==> src/rtl/systolic_pe.sv <==
// -----------------------------------------------------------------------------
// systolic_pe
//
// One processing element of a systolic MAC array. It can run in two modes:
//   mode=0  weight-stationary : the partial sum from the north gets
//                               in_act*weight added and goes on south.
//   mode=1  output-stationary : in_act*weight builds up in a local
//                               accumulator, which is emitted on drain.
// Activations always go east with one cycle of latency.
// Weights are double buffered. w_load fills a shadow register, and w_swap
// moves the shadow into the active weight. A swap is only used by beats
// that are accepted on the edges after the swap edge.
//
// Build option:
//   SYSTOLIC_PE_SAT_EN  defined   -> accumulator/psum additions saturate and
//                                    set the sticky 'sat' flag
//                       undefined -> additions wrap modulo 2^ACC_W, sat = 0
//
// Ports:
//   clk, reset         clock; asynchronous active-high reset
//   in_valid           activation/psum beat qualifier
//   in_act, in_psum    activation from the west, partial sum from the north
//   w_load, w_data     write the shadow weight register
//   w_swap             move shadow -> active when the shadow is full
//   mode, drain        dataflow select; OS-only accumulator drain
//   out_valid          qualifies out_psum
//   out_act            registered activation to the east
//   out_psum           registered partial sum / drained result to the south
//   w_full             shadow holds a weight that has not been swapped yet
//   sat                sticky overflow flag
// -----------------------------------------------------------------------------
module systolic_pe #(
    parameter int DATA_W = 8,
    parameter int ACC_W  = 24
) (
    input  logic                     clk,
    input  logic                     reset,
    input  logic                     in_valid,
    input  logic signed [DATA_W-1:0] in_act,
    input  logic signed [ACC_W-1:0]  in_psum,
    input  logic                     w_load,
    input  logic signed [DATA_W-1:0] w_data,
    input  logic                     w_swap,
    input  logic                     mode,
    input  logic                     drain,
    output logic                     out_valid,
    output logic signed [DATA_W-1:0] out_act,
    output logic signed [ACC_W-1:0]  out_psum,
    output logic                     w_full,
    output logic                     sat
);

    logic signed [DATA_W-1:0]   active_w_reg;
    logic signed [DATA_W-1:0]   shadow_w_reg;
    logic signed [ACC_W-1:0]    acc_reg;
    logic                       mode_reg;

    logic signed [2*DATA_W-1:0] prod;
    logic signed [ACC_W-1:0]    prod_ext;
    logic signed [ACC_W-1:0]    ws_sum;
    logic signed [ACC_W-1:0]    os_sum;
    logic                       mode_change;
    logic                       swap_ok;

    // The full-precision product always fits in ACC_W (ACC_W >= 2*DATA_W).
    // A signed cast to the wider width sign-extends it.
    assign prod        = in_act * active_w_reg;
    assign prod_ext    = ACC_W'(prod);
    assign mode_change = (mode != mode_reg);
    assign swap_ok     = w_swap & w_full;

`ifdef SYSTOLIC_PE_SAT_EN
    localparam logic signed [ACC_W-1:0] ACC_MAX = {1'b0, {(ACC_W-1){1'b1}}};
    localparam logic signed [ACC_W-1:0] ACC_MIN = {1'b1, {(ACC_W-1){1'b0}}};

    logic signed [ACC_W:0] ws_full;
    logic signed [ACC_W:0] os_full;
    logic                  ws_ovf;
    logic                  os_ovf;
    logic                  sat_reg;

    // Add with one guard bit. Overflow has happened when the guard bit and
    // the MSB of the result differ. The guard bit is the true sign, so it
    // decides which rail to clamp to.
    assign ws_full = {in_psum[ACC_W-1], in_psum} + {prod_ext[ACC_W-1], prod_ext};
    assign os_full = {acc_reg[ACC_W-1], acc_reg} + {prod_ext[ACC_W-1], prod_ext};
    assign ws_ovf  = ws_full[ACC_W] ^ ws_full[ACC_W-1];
    assign os_ovf  = os_full[ACC_W] ^ os_full[ACC_W-1];
    assign ws_sum  = ws_ovf ? (ws_full[ACC_W] ? ACC_MIN : ACC_MAX) : ws_full[ACC_W-1:0];
    assign os_sum  = os_ovf ? (os_full[ACC_W] ? ACC_MIN : ACC_MAX) : os_full[ACC_W-1:0];
    assign sat     = sat_reg;

    always_ff @(posedge clk or posedge reset) begin
        if (reset) begin
            sat_reg <= 1'b0;
        end else if (!mode_change && in_valid) begin
            // Only additions whose result is actually stored count. A drain
            // reloads acc with the bare product, so it adds nothing.
            if (!mode && ws_ovf)
                sat_reg <= 1'b1;
            else if (mode && !drain && os_ovf)
                sat_reg <= 1'b1;
        end
    end
`else
    assign ws_sum = in_psum + prod_ext;
    assign os_sum = acc_reg + prod_ext;
    assign sat    = 1'b0;
`endif

    // Weight double buffer. If load and swap come together, the active
    // weight takes the old shadow value and the shadow takes the new data.
    // w_full then stays set.
    always_ff @(posedge clk or posedge reset) begin
        if (reset) begin
            active_w_reg <= '0;
            shadow_w_reg <= '0;
            w_full       <= 1'b0;
        end else begin
            if (swap_ok)
                active_w_reg <= shadow_w_reg;
            if (w_load)
                shadow_w_reg <= w_data;
            if (w_load)
                w_full <= 1'b1;
            else if (swap_ok)
                w_full <= 1'b0;
        end
    end

    // Datapath. mode_reg holds the mode seen at the previous edge. When it
    // differs from the current mode, that edge is a flush: the accumulator
    // and out_valid are cleared and the beat on the inputs is dropped.
    always_ff @(posedge clk or posedge reset) begin
        if (reset) begin
            mode_reg  <= 1'b0;
            acc_reg   <= '0;
            out_act   <= '0;
            out_psum  <= '0;
            out_valid <= 1'b0;
        end else begin
            mode_reg <= mode;
            if (mode_change) begin
                acc_reg   <= '0;
                out_valid <= 1'b0;
            end else if (!mode) begin
                // Weight-stationary: the psum passes through with a MAC added.
                if (in_valid) begin
                    out_act   <= in_act;
                    out_psum  <= ws_sum;
                    out_valid <= 1'b1;
                end else begin
                    out_valid <= 1'b0;
                end
            end else begin
                // Output-stationary: accumulate locally and emit on drain.
                if (in_valid)
                    out_act <= in_act;
                if (drain) begin
                    out_psum  <= acc_reg;
                    out_valid <= 1'b1;
                    acc_reg   <= in_valid ? prod_ext : '0;
                end else begin
                    out_valid <= 1'b0;
                    if (in_valid)
                        acc_reg <= os_sum;
                end
            end
        end
    end

endmodule

==> config.mk <==
export PLATFORM = sky130hd
export DESIGN_NAME = systolic_pe
export DESIGN_NICKNAME = d
export VERILOG_FILES = /design/src/rtl/systolic_pe.sv
export SDC_FILE = /design/constraint.sdc
export NUM_CORES = 1
export LEC_CHECK = 0
export ABC_AREA = 1
export CORE_UTILIZATION = 35
export DETAILED_ROUTE_END_ITERATION = 16
export SKIP_CTS_REPAIR_TIMING = 1
export SYNTH_ARGS = -nofsm -noshare
export SYNTH_HDL_FRONTEND = slang
export SYNTH_SLANG_ARGS = --single-unit
==> constraint.sdc <==
create_clock -name clk -period 14.25 [get_ports clk]
set_clock_uncertainty 0.2 [all_clocks]
set_input_delay 2.85 -clock clk [delete_from_list [all_inputs] [get_ports clk]]
set_output_delay 2.85 -clock clk [all_outputs]
set_load 0.01 [all_outputs]
After elaboration in Yosys (flattened, before gate mapping)

Cells that the tools add are included.

Bits in registers: 75
Input bits: 47

Add/sub/neg operators: 2
Multiply operators: 1
Equality and inequality tests: 2
Mux-type cells: 14
Bitwise operators: 2
Reduce and logical (&&, ||, !) cells: 7

Operators with widths:

| operator           | count |
|---|---|
| $mux 24            | 8 |
| $add 24x16->24     | 2 |
| $mul 8x8->16       | 1 |
| $mux 1             | 6 |
| $reduce_bool 2->1  | 3 |
| $reduce_and 2->1   | 2 |
| $reduce_and 3->1   | 1 |
| $reduce_bool 3->1  | 1 |
| $ne 2x1->1 const B | 1 |
| $and 1x1->1        | 1 |
| $ne 1x1->1         | 1 |
| $not 1->1          | 1 |

Longest topological paths before layout

Gate-level depths: netlist of the first run.

Depth after elaboration: 6
Gate-level depth with buffers: 37

Worst setup path before layout of the first run

OpenSTA, ideal clock, no wires.

Kind: input to register
From: input in_act[7]
To: register acc_reg[22]
Data arrival time: 8.009 ns
Data required time: 13.919 ns
Path slack: 5.909 ns
Cell stages on the path: 28
Buffers on the path: 1
Cell sequence: clkbuf_1 nand2_1 fa_1 inv_1 fa_1 inv_1 fa_1 inv_1 fa_1 ha_1 nand2_1 inv_1 a21oi_1 nand2_1 nor2_1 nand3_2 nand2_2 inv_1 ha_1 nand2_1 nor3_1 nand2_1 nor4_1 nand2_1 nand4_1 nand3_1 nand2_1 o21ai_0

Cells in the longest elaborated chain, start to end: 6
Elaborated cells on any way between the ends: 7
Classes of those cells: add/sub (1); mul (1); mux (5)

RTL lines:

| element                | line | source |
|---|---|---|
| start: declaration     | 39   | `input logic signed [DATA_W-1:0] in_act,` |
| $mul 8x8->16 (*)       | 67   | `assign prod = in_act * active_w_reg;` |
| $add 24x16->24         | 107  | `assign os_sum = acc_reg + prod_ext;` |
| $mux 24                | 165  | `if (in_valid)` |
| $mux 24 (*)            | 159  | `if (drain) begin` |
| $mux 24 (*)            | 146  | `end else if (!mode) begin` |
| $mux 24 (*)            | 143  | `if (mode_change) begin` |
| end signal: assignment | 162  | `acc_reg <= in_valid ? prod_ext : '0;` |
| end signal: assignment | 166  | `acc_reg <= os_sum;` |
| end: declaration       | 55   | `logic signed [ACC_W-1:0] acc_reg;` |

Every way passes the cells marked *; elsewhere a longest branch is shown, timed or not. The select of a mux whose other input is x is not followed.
A chain may end at the register's enable or synchronous reset.

Final worst setup path of the first run

From: input in_act[7]
To: register out_psum[19]

Cells in the longest elaborated chain, start to end: 4

RTL lines:

| element                | line | source |
|---|---|---|
| $mul 8x8->16           | 67   |  |
| $add 24x16->24         | 106  | `assign ws_sum = in_psum + prod_ext;` |
| $mux 24                | 148  | `if (in_valid) begin` |
| $mux 24                | 146  |  |
| end signal: assignment | 150  | `out_psum <= ws_sum;` |
| end signal: assignment | 160  | `out_psum <= acc_reg;` |
| end: declaration       | 48   | `output logic signed [ACC_W-1:0] out_psum,` |

Every way passes these cells. The select of a mux whose other input is x is not followed.

==> flow_summary.toml, run 1 <==
[final_layout]
fin_nets = 1507
synthToLayoutAreaGrowth_pct = 16.08
antenna_cells = 0
layout-drive-gt1-share = 0.04279

[placement]
numPortBuffers = 80
place_hpwl_um = 21300
place.gp.congestion = 0.9207

[global_routing]
grt_pass1_vias = 8118
grt_usage = 0.2137
grt_pass1_wl_um = 42850
grt_antenna_before_repair = 0
grt_start_max_net_pins = 76
grt-ovfl-total = 0

[worst_setup_path]
startpoint = "in_act[7]"
cp_max_fo = 16
cp.arrival_ps = 9350
reg2reg_from = "active_w_reg[2]"
regToRegEndpoint = "out_psum[19]"
start_kind = "primary input"
end_kind = "flop"
rrSetupSlack_ps = 7550
crit_path_end = "out_psum[19]"
path_class = "primary input to flop"
reg2reg_depth = 27
crit_required_ps = 14290

[yosys]
yosysUniqueCellTypes = 46
syn_area_mm2 = 0.008723
synth_edf_count = 0
synth_flop_cell = "dfrtp_1"
synth-seq-cells = 75
syn_nets = 1444
synthArstFlopShare = 1.000
synthCells = 1264
ys.warnings.count = 0
syn_avg_cell_area_um2 = 6.901
yosysSeqAreaShare = 0.2151

[sta]
rsz0062_at_grt = "false"
setup_viol = 0
maxSlewViolCount = 0
setup-tns-final_ps = 0
period_minus_slack_ps = 9308
fmaxAchievable_ghz = 0.1074
final-hold-violation-count = 0
period_share = 0.6532
relSlewSlack = 0.1983
tightest_slew_ps = 1199

[floorplanning]
dieHeight_um = 159.9
initial_core_util = 0.3576
num_io_pins = 82
dieWidth_um = 159.9
core_area_mm2 = 0.02439
die_area_mm2 = 0.02556
rows = 57

[route]
ant_nets = 0
post-route-drc-count = 0
first_iter_violations = 575
viasPerCell = 5.048
drt_wl_total_um = 26220
wl_per_cell_um = 15.84
vias = 8359
drt-pass1-iter-count = 5

[clock_network]
ctsRootBufferMaster = "clkbuf_16"
htreeDepth = 3
clkTransAtPathRegs_ps = 70
insertion_delay_ps = 350
numCtsBuffers = 9
cts_tree = "built"
max-clock-path-buffers = 2
cts.sinks = 75

[worst_hold_path]
hold_path.class = "flop to flop"

[run]
drv_cap = 0

[outcome]
run_status = "completed"
cells by family (layout without fill, tap and decap cells):
kind of cell             count (synthesis)  count (layout)  synth area share
adder cells (fa/ha/maj)                133             133            0.2398
flip-flops                              75              75            0.2151
AO/OA/AOI/OAI                          204             204            0.1331
other                                    1               1         0.0004299
XOR/XNOR                                21              21           0.02108
buffers and inverters                  278             346            0.1218
AND/OR/NAND/NOR                        552             552            0.2686
metrics by stage:
step / instance area [um^2] / hold WS, ps / util / setup WS, ps / std cells
after floorplan: 8723 / 271.2 / - / 5909 / 1264
after global placement: 9823 / 257.0 / 0.4027 / 4676 / 1640
after detailed placement: 9823 / 259.8 / 0.4027 / 4614 / 1640
after CTS: 10130 / 276.1 / 0.4152 / 4989 / 1656
after global routing: 10130 / 302.3 / 0.4152 / 4451 / 1656
final: 10130 / 270.9 / 0.4152 / 4942 / 1656
worst max-delay path: stages:
cell and delay, ps:
clkdlybuf4s50_1 710, nand2_1 210, fa_1 720, inv_1 110, fa_1 510, inv_1 50, fa_1 490, inv_1 50
fa_1 440, ha_1 330, nand2_1 90, inv_1 40, a21oi_1 190, nand2_1 80, nor2_1 160, nand3_2 130
nand2_2 140, inv_1 320, ha_1 520, nand2_1 140, inv_1 70, nand2_1 90, nor3_1 230, nand4_1 220
nand4_1 150, nand3_1 100, o211ai_1 120, nand2_1 80
cells in the final DEF, fill, tap and decap left out, drive strengths merged, types with 3 or more instances in the layout:
cell           count
xnor2              3
buf                3
o21bai             5
clkinv             4
a21oi             79
dfrtp             75
inv              246
xor2              18
clkbuf            10
ha                76
nor3              11
nand4             22
nand2            361
fa                57
a31o               4
a31oi              8
a21o               3
o211ai            14
clkdlybuf4s50     80
nor2              70
nand3             80
or2                5
o21ai             84
cells in the mapped netlist, types with 6 or more instances:
cell	instances	area, um^2
nand4_1	22	137.6
nand2_2	6	37.54
o211ai_1	14	105.1
fa_1	57	1141
o21ai_0	73	365.4
nand2_1	355	1333
nor3_1	10	50.05
o21ai_1	6	30.03
dfrtp_1	75	1877
clkbuf_1	22	82.58
a31oi_1	8	50.05
nand3_1	78	390.4
ha_1	76	950.9
nor2_1	65	244.0
a21oi_1	77	385.4
inv_1	239	897.1
xor2_1	18	157.7
worst min path at each step:
stage,start,endpoint,slack (ps),cells after the start
2_1_floorplan,acc_reg[23],acc_reg[23],270,2
3_3_place_gp,out_act[3],out_act[3],260,2
3_5_place_dp,out_act[6],out_act[6],260,2
4_1_cts,out_act[6],out_act[6],280,2
5_1_grt,out_act[3],out_act[3],300,2
6_report,out_act[2],out_act[2],270,2
area by class of cell:
class,instances,area [um^2]
flip-flops and latches,75,1877
inverters,247,933.4
clock inverters,6,63.81
clock buffers,10,239.0
repair buffers,83,823.3
multi-input cells,911,5784
well taps,324,405.4
fillers,2592,14260
metal layers:
| layer | part of all wire | track usage |
|---|---|---|
| met5 | 0 | 0 |
| met4 | 0.018 | 0.06147 |
| met3 | 0.058 | 0.02286 |
| met2 | 0.45 | 0.3442 |
| met1 | 0.47 | 0.3026 |
Power of run 1 is left out: the tool's default activity adds up to more than one toggle a clock period on the data nets, which glitch-free logic cannot reach.
==> run 2: changes to the inputs <==
==> constraint.sdc (replaced) <==
create_clock -name clk -period 8.5 [get_ports clk]
set_clock_uncertainty 0.2 [all_clocks]
set_input_delay 1.7 -clock clk [delete_from_list [all_inputs] [get_ports clk]]
set_output_delay 1.7 -clock clk [all_outputs]
set_load 0.01 [all_outputs]
==> run 2 against run 1 <==
Effect of this change: worst hold slack lost 3.4 ps; non-clock buffer count rose by 5; cell area is 0.41% higher; critical path depth increased by 4; sequential share of layout area down 0.075 points; largest cell class unchanged; global-route usage up 0.12 points; register-to-register slack lost 5600 ps; via count shrank 0.31%.
==> flow_summary.toml, run 2 (synthesis gave the netlist of run 1 again) <==
[worst_setup_path]
start_kind = "primary input"
path_class = "primary input to flop"
end_kind = "flop"
cp.arrival_ps = 7870
crit_path_top_delay_cell = "clkdlybuf4s50_1"
critPathMaxStageDelay_ps = 710
cp_max_fo = 11
crit_required_ps = 8540
crit_path_frequent_cell = "nand2_1"
cp_top_family = "adder cells"
cp_num_buf_inv = 8

[sta]
period_share = 0.9210
rsz0062_at_grt = "false"
setup-tns-final_ps = 0
relSlewSlack = 0.2392
setup_viol = 0
tightest_slew_ps = 1138
fmaxAchievable_ghz = 0.1277
maxSlewViolCount = 0
final-hold-violation-count = 0
period_minus_slack_ps = 7828

[global_routing]
grt_pass1_wl_um = 43230
grt_usage = 0.2149
grt_start_max_net_pins = 76
grt_antenna_before_repair = 0
grt_pass1_vias = 8196
grt-ovfl-total = 0

[floorplanning]
num_io_pins = 82
core_area_mm2 = 0.02439
die_area_mm2 = 0.02556
initial_core_util = 0.3576
rows = 57
dieHeight_um = 159.9
dieWidth_um = 159.9

[placement]
place.gp.congestion = 0.9284
numPortBuffers = 80
place_hpwl_um = 21440

[clock_network]
ctsRootBufferMaster = "clkbuf_16"
clkTransAtPathRegs_ps = 70
insertion_delay_ps = 350
cts.sinks = 75
max-clock-path-buffers = 2
htreeDepth = 3
numCtsBuffers = 9
cts_tree = "built"

[final_layout]
fillers = 2586
regArea_mm2 = 0.001877
final_common_cell = "nand2_1"
synthToLayoutAreaGrowth_pct = 16.55
fin_nets = 1512
multi_input_area_mm2 = 0.005784
antenna_cells = 0
layout-drive-gt1-share = 0.04562
final_cell_mix = "355 x nand2_1, 238 x inv_1, 79 x clkdlybuf4s50_1"

[route]
first_iter_violations = 569
viasPerCell = 5.017
vias = 8333
post-route-drc-count = 0
drt-pass1-iter-count = 6
wl_per_cell_um = 15.73
drt_wl_total_um = 26130
ant_nets = 0

[worst_hold_path]
hold_path.class = "flop to flop"

[outcome]
run_status = "completed"

[run]
drv_cap = 0
run 2: area by class of cell:
class,count,share of cell area
Clock buffer,11,0.02387
Inverter,247,0.09180
Multi-Input combinational cell,911,0.5689
Tap cell,324,0.03987
Clock inverter,5,0.006030
Timing Repair Buffer,88,0.08491
Sequential cell,75,0.1846
run 2: tightest hold or removal path, cell delays in order (launching register included):
cell,delay [ps]
dfrtp_1,340
nand2_1,50
nand2_1,40
run 2: path summary, 6_finish.rpt:
check                                to  slack [ps]  cells after the start             from
setup reg to reg           out_psum[23]        1910                     29  active_w_reg[2]
max in group asynchronous   acc_reg[21]        5660                      3            reset
setup / recovery           out_psum[23]         670                     32        in_act[6]
hold / removal               out_act[4]         270                      2       out_act[4]
hold reg to reg              out_act[4]         270                      2       out_act[4]
min in group asynchronous    out_act[1]        1780                      3            reset
run 2: routing by layer:
| layer | part of all wire | GRT usage |
|---|---|---|
| met4 | 0.020 | 0.06190 |
| met2 | 0.44 | 0.3462 |
| met3 | 0.056 | 0.02286 |
| met1 | 0.48 | 0.3042 |
| met5 | 0 | 0 |
run 2: stage by stage:
| stage | hold WS (ps) | area (um^2) | std cells | util | worst slack, ps |
|---|---|---|---|---|---|
| after global placement | 256.6 | 9861 | 1645 | 0.4043 | 248.4 |
| after detailed placement | 259.2 | 9861 | 1645 | 0.4043 | 131.3 |
| after CTS | 274.8 | 10160 | 1661 | 0.4167 | 497.9 |
| after global routing | 296.8 | 10170 | 1661 | 0.4168 | 237.1 |
| final | 267.5 | 10170 | 1661 | 0.4168 | 671.6 |
| after floorplan | 271.2 | 8723 | 1264 | - | 1309 |
Power of run 2 is left out for the same reason.
